`config.mk`:
```
export PLATFORM = sky130hd
export DESIGN_NAME = bbc_cycle_ctrl
export DESIGN_NICKNAME = d
export VERILOG_FILES = /design/src/rtl/bbc_bus_pkg.sv /design/src/rtl/bbc_phi0_sync.sv /design/src/rtl/bbc_cycle_ctrl.sv
export SDC_FILE = /design/constraint.sdc
export NUM_CORES = 1
export LEC_CHECK = 0
export CORE_ASPECT_RATIO = 0.6
export CORE_MARGIN = 4
export CORE_UTILIZATION = 30
export CTS_CLUSTER_DIAMETER = 50
export DETAILED_ROUTE_END_ITERATION = 10
export GPL_TIMING_DRIVEN = 0
export PLACE_DENSITY = 0.68
export SLEW_MARGIN = 20
export SYNTH_ARGS = -nofsm -noshare
export SYNTH_HDL_FRONTEND = slang
export SYNTH_SLANG_ARGS = --single-unit
export TNS_END_PERCENT = 50
```
`constraint.sdc`:
```
create_clock -name hsclk -period 1.8 [get_ports hsclk]
set_clock_uncertainty 0.2 [all_clocks]
set_input_delay 0.45 -clock hsclk [delete_from_list [all_inputs] [get_ports hsclk]]
set_output_delay 0.45 -clock hsclk [all_outputs]
set_load 0.03 [all_outputs]
```
`src/rtl/bbc_bus_pkg.sv`:
```
// Shared constants for the BBC motherboard bus sequencer: register addresses
// of the write-only mapping registers and the access-sequencer state encoding.
package bbc_bus_pkg;

   localparam logic [15:0] PAGED_ROM_SEL_ADR  = 16'hFE30;
   localparam logic [15:0] SHADOW_RAM_SEL_ADR = 16'hFE34;
   localparam int          SHADOW_SEL_BIT     = 7;

   typedef enum logic [2:0] {
      IDLE = 3'd0,
      ARM  = 3'd1,
      PH1  = 3'd2,
      PH2  = 3'd3,
      DONE = 3'd4
   } bbc_state_e;

endpackage

```
`src/rtl/bbc_phi0_sync.sv`:
```
// Brings the asynchronous BBC phi0 clock into the hsclk domain and produces
// registered one-cycle fall/rise pulses (latency SYNC_STAGES+1 hsclk cycles).
module bbc_phi0_sync #(
   parameter int SYNC_STAGES = 2
) (
   input  logic hsclk,
   input  logic resetb,
   input  logic phi0_i,
   output logic fall_o,
   output logic rise_o
);

   logic [SYNC_STAGES-1:0] sync_q;
   logic                   last_q;
   logic                   fall_q;
   logic                   rise_q;

   generate
      if (SYNC_STAGES < 2) begin : g_bad_stages
         $error("bbc_phi0_sync: SYNC_STAGES must be at least 2");
      end
   endgenerate

   // Synchroniser chain plus edge detection against the previous synchronised value
   always_ff @(posedge hsclk or negedge resetb) begin
      if (!resetb) begin
         sync_q <= '0;
         last_q <= 1'b0;
         fall_q <= 1'b0;
         rise_q <= 1'b0;
      end else begin
         sync_q <= {sync_q[SYNC_STAGES-2:0], phi0_i};
         last_q <= sync_q[SYNC_STAGES-1];
         fall_q <= last_q & ~sync_q[SYNC_STAGES-1];
         rise_q <= ~last_q & sync_q[SYNC_STAGES-1];
      end
   end

   assign fall_o = fall_q;
   assign rise_o = rise_q;

endmodule

```
`src/rtl/bbc_cycle_ctrl.sv`:
```
// Runs one CPU access out onto the BBC bus, aligned to phi0, and mirrors the
// &FE30 / &FE34 mapping registers. Optional per-edge timeout: BBC_CYCLE_TIMEOUT_EN.
module bbc_cycle_ctrl
   import bbc_bus_pkg::*;
#(
   parameter int SYNC_STAGES    = 2,
   parameter int TIMEOUT_CYCLES = 255,
   parameter int TMO_W          = 8
) (
   input  logic        hsclk,
   input  logic        resetb,
   input  logic        cpu_req,
   input  logic        cpu_rnw,
   input  logic [15:0] cpu_adr,
   input  logic [7:0]  cpu_wdata,
   output logic        cpu_rdy,
   output logic        cpu_err,
   output logic        busy,
   input  logic        bbc_phi0,
   output logic        lat_en,
   output logic        bbc_rnw,
   output logic        bbc_data_oe,
   output logic [7:0]  rom_sel,
   output logic        shadow_sel
);

   generate
      if (TMO_W < 1 || TMO_W > 30 || (1 << TMO_W) <= TIMEOUT_CYCLES) begin : g_bad_tmo
         $error("bbc_cycle_ctrl: TMO_W too narrow for TIMEOUT_CYCLES");
      end
   endgenerate

   logic       phi0_fall_s;
   logic       phi0_rise_s;

   bbc_state_e state_q, state_d;
   logic       rnw_q, rnw_d;
   logic [7:0] wdata_q, wdata_d;
   logic       is_rom_q, is_rom_d;
   logic       is_shd_q, is_shd_d;
   logic       lat_en_q, lat_en_d;
   logic       bbc_rnw_q, bbc_rnw_d;
   logic       data_oe_q, data_oe_d;
   logic       rdy_q, rdy_d;
   logic       busy_q, busy_d;
   logic [7:0] rom_sel_q, rom_sel_d;
   logic       shadow_sel_q, shadow_sel_d;
   logic       tmo_hit_s;
   logic       tmo_exit_s;

`ifdef BBC_CYCLE_TIMEOUT_EN
   localparam logic [TMO_W-1:0] TMO_LIMIT = TMO_W'(TIMEOUT_CYCLES);
   logic [TMO_W-1:0] tmo_q, tmo_d, tmo_inc_s;
   logic             err_q, err_d;
`endif

   bbc_phi0_sync #(
      .SYNC_STAGES(SYNC_STAGES)
   ) u_phi0_sync (
      .hsclk (hsclk),
      .resetb(resetb),
      .phi0_i(bbc_phi0),
      .fall_o(phi0_fall_s),
      .rise_o(phi0_rise_s)
   );

   // Next-state and registered-output logic; outputs change only on state entry
   always_comb begin
      state_d      = state_q;
      rnw_d        = rnw_q;
      wdata_d      = wdata_q;
      is_rom_d     = is_rom_q;
      is_shd_d     = is_shd_q;
      lat_en_d     = lat_en_q;
      bbc_rnw_d    = bbc_rnw_q;
      data_oe_d    = data_oe_q;
      rdy_d        = 1'b0;
      rom_sel_d    = rom_sel_q;
      shadow_sel_d = shadow_sel_q;
      tmo_exit_s   = 1'b0;
`ifdef BBC_CYCLE_TIMEOUT_EN
      tmo_inc_s    = tmo_q + TMO_W'(1);
      tmo_hit_s    = (tmo_inc_s == TMO_LIMIT);
`else
      tmo_hit_s    = 1'b0;
`endif

      case (state_q)
         IDLE: begin
            if (cpu_req) begin
               rnw_d    = cpu_rnw;
               wdata_d  = cpu_wdata;
               is_rom_d = (cpu_adr == PAGED_ROM_SEL_ADR);
               is_shd_d = (cpu_adr == SHADOW_RAM_SEL_ADR);
               state_d  = ARM;
            end else begin
               state_d  = IDLE;
            end
         end
         ARM: begin
            if (phi0_fall_s) begin
               state_d = PH1;
            end else if (tmo_hit_s) begin
               state_d    = DONE;
               tmo_exit_s = 1'b1;
            end else begin
               state_d = ARM;
            end
         end
         PH1: begin
            if (phi0_rise_s) begin
               state_d = PH2;
            end else if (tmo_hit_s) begin
               state_d    = DONE;
               tmo_exit_s = 1'b1;
            end else begin
               state_d = PH1;
            end
         end
         PH2: begin
            if (phi0_fall_s) begin
               state_d = DONE;
            end else if (tmo_hit_s) begin
               state_d    = DONE;
               tmo_exit_s = 1'b1;
            end else begin
               state_d = PH2;
            end
         end
         DONE:    state_d = IDLE;
         default: state_d = IDLE;
      endcase

      // A timed-out access completes without touching the mapping registers
      if (state_d != state_q) begin
         case (state_d)
            IDLE: lat_en_d = 1'b1;
            ARM:  lat_en_d = 1'b1;
            PH1: begin
               lat_en_d  = 1'b0;
               bbc_rnw_d = rnw_q;
            end
            PH2:  data_oe_d = ~rnw_q;
            DONE: begin
               rdy_d     = 1'b1;
               data_oe_d = 1'b0;
               bbc_rnw_d = 1'b1;
               if (!rnw_q && !tmo_exit_s) begin
                  if (is_rom_q) begin
                     rom_sel_d = wdata_q;
                  end else begin
                     rom_sel_d = rom_sel_q;
                  end
                  if (is_shd_q) begin
                     shadow_sel_d = wdata_q[SHADOW_SEL_BIT];
                  end else begin
                     shadow_sel_d = shadow_sel_q;
                  end
               end else begin
                  rom_sel_d = rom_sel_q;
               end
            end
            default: lat_en_d = 1'b1;
         endcase
      end else begin
         lat_en_d = lat_en_q;
      end

      busy_d = (state_d != IDLE);

`ifdef BBC_CYCLE_TIMEOUT_EN
      err_d = tmo_exit_s;
      if (state_d != state_q) begin
         tmo_d = '0;
      end else begin
         tmo_d = tmo_inc_s;
      end
`endif
   end

   // State, capture and output registers
   always_ff @(posedge hsclk or negedge resetb) begin
      if (!resetb) begin
         state_q      <= IDLE;
         rnw_q        <= 1'b1;
         wdata_q      <= 8'h00;
         is_rom_q     <= 1'b0;
         is_shd_q     <= 1'b0;
         lat_en_q     <= 1'b1;
         bbc_rnw_q    <= 1'b1;
         data_oe_q    <= 1'b0;
         rdy_q        <= 1'b0;
         busy_q       <= 1'b0;
         rom_sel_q    <= 8'h00;
         shadow_sel_q <= 1'b0;
      end else begin
         state_q      <= state_d;
         rnw_q        <= rnw_d;
         wdata_q      <= wdata_d;
         is_rom_q     <= is_rom_d;
         is_shd_q     <= is_shd_d;
         lat_en_q     <= lat_en_d;
         bbc_rnw_q    <= bbc_rnw_d;
         data_oe_q    <= data_oe_d;
         rdy_q        <= rdy_d;
         busy_q       <= busy_d;
         rom_sel_q    <= rom_sel_d;
         shadow_sel_q <= shadow_sel_d;
      end
   end

`ifdef BBC_CYCLE_TIMEOUT_EN
   // Per-edge wait counter and error flag
   always_ff @(posedge hsclk or negedge resetb) begin
      if (!resetb) begin
         tmo_q <= '0;
         err_q <= 1'b0;
      end else begin
         tmo_q <= tmo_d;
         err_q <= err_d;
      end
   end

   assign cpu_err = err_q;
`else
   assign cpu_err = 1'b0;
`endif

   assign cpu_rdy     = rdy_q;
   assign busy        = busy_q;
   assign lat_en      = lat_en_q;
   assign bbc_rnw     = bbc_rnw_q;
   assign bbc_data_oe = data_oe_q;
   assign rom_sel     = rom_sel_q;
   assign shadow_sel  = shadow_sel_q;

endmodule
```
==> reports/results.txt <==
The run finished with clean final reports. The tools report the area of the die as 5677 µm². The number of hold violations in the final report is 0, and the number of diodes added for antenna fixing is 0. Of the available clock period, the critical path in the final layout requires 97.58%. The first global-routing pass estimated 4.692 mm of wire.

The max-slew violation count was 0. The largest single stage delay on the critical path is 0.46 ns. The tool flagged a number of max-cap violations equal to 0.

The cell area after synthesis was 1351 µm²; the maximum resistive drop on vdd was 637.5 µV. In the final routed layout, each cell accounts on average for 14.04 µm. The floorplan has 18 rows. After routing, the total negative slack on setup checks comes to 0 ns. The distinct cell type count of the synthesized netlist is 30, and the slew of the pin with the lowest slew margin is 0.7224 ns. Cell internal power was estimated by the tool at 0.001583 W. Entering global routing, the biggest net connects 34 pins. Largest delay contributor family on the critical path: simple AND/OR/NAND/NOR gates. The number of nets at the end of the flow is 179, and the count of buffer and inverter cells on the critical path is 1. Global routing finished with a remaining overflow of 0. Dividing total power by cell area gives a power density of 1183 nW/µm².

The run gives 2 as the first-pass iteration count of the detailed router. For this run, the total global-route usage over all layers was measured as 11.11%. The clock sink count is 33. The portion of total power attributed to sequential cells is 47.5%, and the synthesized flop and latch total is 33.

The slowest stage of the critical path belongs to the cell dfrtp_2. In the routed design, unresolved DRC markers number 0. The die is 94.65 µm wide. Leaving out fill and tap cells, the most frequent cells in the layout are dfrtp_1 (28), clkdlybuf4s50_1 (26), mux2_2 (18).

The root buffer cell chosen for the clock tree is clkbuf_8. The data required time of the worst path is 1.76 ns. Overall routed net length: 2.963 mm. Number of fill cells: 401. The last weighted congestion value of the routability-driven placer came out at 0.7457.

The layout-stage area growth over the synthesis result was 45.56%. Sequential cells were found to cover 61.39% of the synthesized design area. For this run, the top clock speed supported by timing is 0.5693 GHz. The worst setup path is captured at a flip-flop.

The count of hold buffers inserted by post-cts repair is 0, and the share of the core filled with cells is 46.45%. For the remaining antenna violation count after routing, the log shows 0. The path class of the tightest hold or removal check is input port to asynchronous set/reset pin. The number of nets in the synthesized netlist is 125. The routed layout has 946 vias. The time the final worst path needs with I/O delays and setup is 1.757 ns. For the number of antenna violations at the first check in global routing, the log shows 0.

Net switching is 31.93% of the power. For this design the static power due to leakage is 0.9371 nW. Cells with a size suffix above 1 make up 29.14% of the layout.

Registers take 832.0 µm². CTS built an H-tree with a depth of 2. For the total area of multi-input combinational cells, the log shows 486.7 µm². The global routing stage identified its most utilized layer as met2.

Input and output buffers added on the ports amount to 42. Of the total power, the clock network draws 22.7%. The arrival time of the worst setup path is 1.72 ns.

Dividing the synthesized area by the synthesized cell count gives 14.08 µm². DRC marker count from the first detailed-route iteration: 27. TritonCTS built the clock tree. Across all hold checks on the routed design, the worst slack comes to 0.02602 ns. Global routing used 12.88% of the available met1 tracks. The total setup violations reported at the end of the flow is 0, and the number of buffers between clock root and the deepest sink is 2. Yosys printed 0 warnings. For the worst-skew pair, the clock arrives at the later sink with an insertion delay of 0.28 ns.

Most frequent standard cell in the layout excluding fill and tap cells: dfrtp_1. The clock transition at the registers of the reported paths works out to 0.07 ns. The cell count after synthesis came out at 96. The critical path in this run is classified as flip-flop to flip-flop. Traced cell by cell, the critical path runs through nand4b_4 > nor3b_4 > buf_12 > mux2_2. The core region is 4234 µm². From bottom edge to top edge, the die measures 59.99 µm.

The run gives 18.14% as the global routing usage on met2. The design draws 0.002326 W. The analysis attributes to net switching a power of 0.0007427 W. Detailed placement finished with a half-perimeter wire length of 2.218 mm. The combinational cell fraction of total power was 29.8%; the number of buffers added by the clock tree synthesis step was 5. Mean number of vias per cell: 4.483. 44 I/O pins were placed. The kind of launch point of the worst setup path was a flip-flop. The worst pin sits at a relative slew slack of 51.84%. The largest driver fanout on the critical path is 8, and the met3 global-route usage is 5.535%.

The tools report the initial standard-cell utilization of the core as 31.91%. Via count of the first global-routing pass: 1,038.
==> registers in the layout, summed over array words and instances (netlist names), 2 cells and up <==
name	count
rom_sel	8
wdata_q	8
state_q	3
u_phi0_sync.sync_q	2
==> routing by layer <==
layer,share of wire (%),vias to the layer above
met3,9.9,5
li1,-,441
met4,0.98,0
met5,0,-
met2,47,36
met1,42,464
==> power groups by stage <==
stage | clock network, W | logic [W] | registers (W)
after floorplan | 0 | 0.000346 | 0.00118
after global placement | 0 | 0.000653 | 0.00110
after detailed placement | 0 | 0.000693 | 0.00112
after CTS | 0.000543 | 0.000697 | 0.00111
after global routing | 0.000594 | 0.000747 | 0.00113
final | 0.000528 | 0.000693 | 0.00110
==> through the flow <==
step | setup slack (ns) | instance area [µm²] | std cells
CTS | -0.06508 | 1936 | 208
global route | -0.01099 | 1967 | 211
finish | 0.04348 | 1967 | 211
global placement | -0.4915 | 1847 | 198
detailed placement | -0.4036 | 1842 | 198
floorplan | 0.1042 | 1351 | 96
==> cell type report <==
| class | count | share of cell area (%) |
|---|---|---|
| flip-flops and latches | 33 | 42.30 |
| well taps | 60 | 3.817 |
| repair buffers | 47 | 22.84 |
| multi-input cells | 56 | 24.75 |
| plain buffers | 3 | 1.336 |
| inverters | 4 | 0.7634 |
| clock inverters | 2 | 0.5089 |
| clock buffers | 6 | 3.690 |
==> path summary, 6_finish.rpt <==
kind                                                 start                               to  slack (ns)  depth (start not counted)
min reg2reg                u_phi0_sync.sync_q[0]$_DFF_PN0_  u_phi0_sync.sync_q[1]$_DFF_PN0_        0.15                          0
min                                                 resetb           shadow_sel$_DFFE_PN0P_        0.03                          1
max in group asynchronous                           resetb             state_q[0]$_DFF_PN0_        0.87                          1
max                                   state_q[2]$_DFF_PN0_           rom_sel[2]$_DFFE_PN0P_        0.04                          4
max reg2reg                           state_q[2]$_DFF_PN0_           rom_sel[2]$_DFFE_PN0P_        0.04                          4
min in group hsclk         u_phi0_sync.sync_q[0]$_DFF_PN0_  u_phi0_sync.sync_q[1]$_DFF_PN0_        0.15                          0
==> kinds of logic after synthesis <==
kind of cell	Yosys count	share of synthesized area, %
simple gates	25	14.44
flops	33	61.39
other cells	1	0.2775
compound gates	10	4.908
xor+xnor	1	0.6483
buf+inv	7	2.592
mux	19	15.74
==> timing repair <==
action / in CTS / in global routing
endpoints found under the setup margin: 30 / 16
pin swaps: 0 / 1
gates resized for setup: 22 / 4
cloned: 0 / 1
buffers inserted: 2 / 2
==> synthesized netlist by cell type <==
| cell type | instances | share of area, % |
|---|---|---|
| o21ai_0 | 4 | 1.5 |
| nor4b_1 | 1 | 0.65 |
| and2_0 | 1 | 0.46 |
| nor3b_4 | 1 | 1.4 |
| nor3_1 | 1 | 0.37 |
| dfrtp_1 | 30 | 56 |
| o31a_1 | 1 | 0.65 |
| nor2_1 | 4 | 1.1 |
| nand3_1 | 2 | 0.74 |
| buf_2 | 1 | 0.37 |
| o31ai_1 | 2 | 1.1 |
| inv_1 | 4 | 1.1 |
| nand2b_1 | 3 | 1.4 |
| nand2_1 | 1 | 0.28 |
| nand4b_4 | 1 | 1.8 |
| nor4b_4 | 1 | 1.8 |
| xor2_1 | 1 | 0.65 |
| mux2i_1 | 1 | 0.74 |
| nor3b_1 | 1 | 0.56 |
| buf_4 | 2 | 1.1 |
| and3_1 | 2 | 0.93 |
| mux2_2 | 18 | 15 |
| o22ai_1 | 1 | 0.46 |
| and4b_1 | 1 | 0.74 |
| nand4_1 | 1 | 0.46 |
| conb_1 | 1 | 0.28 |
| dfstp_2 | 3 | 5.8 |
| a21boi_0 | 1 | 0.56 |
| a211o_1 | 1 | 0.65 |
| nor2b_1 | 4 | 1.9 |
Power figures use the tool's default switching activity.
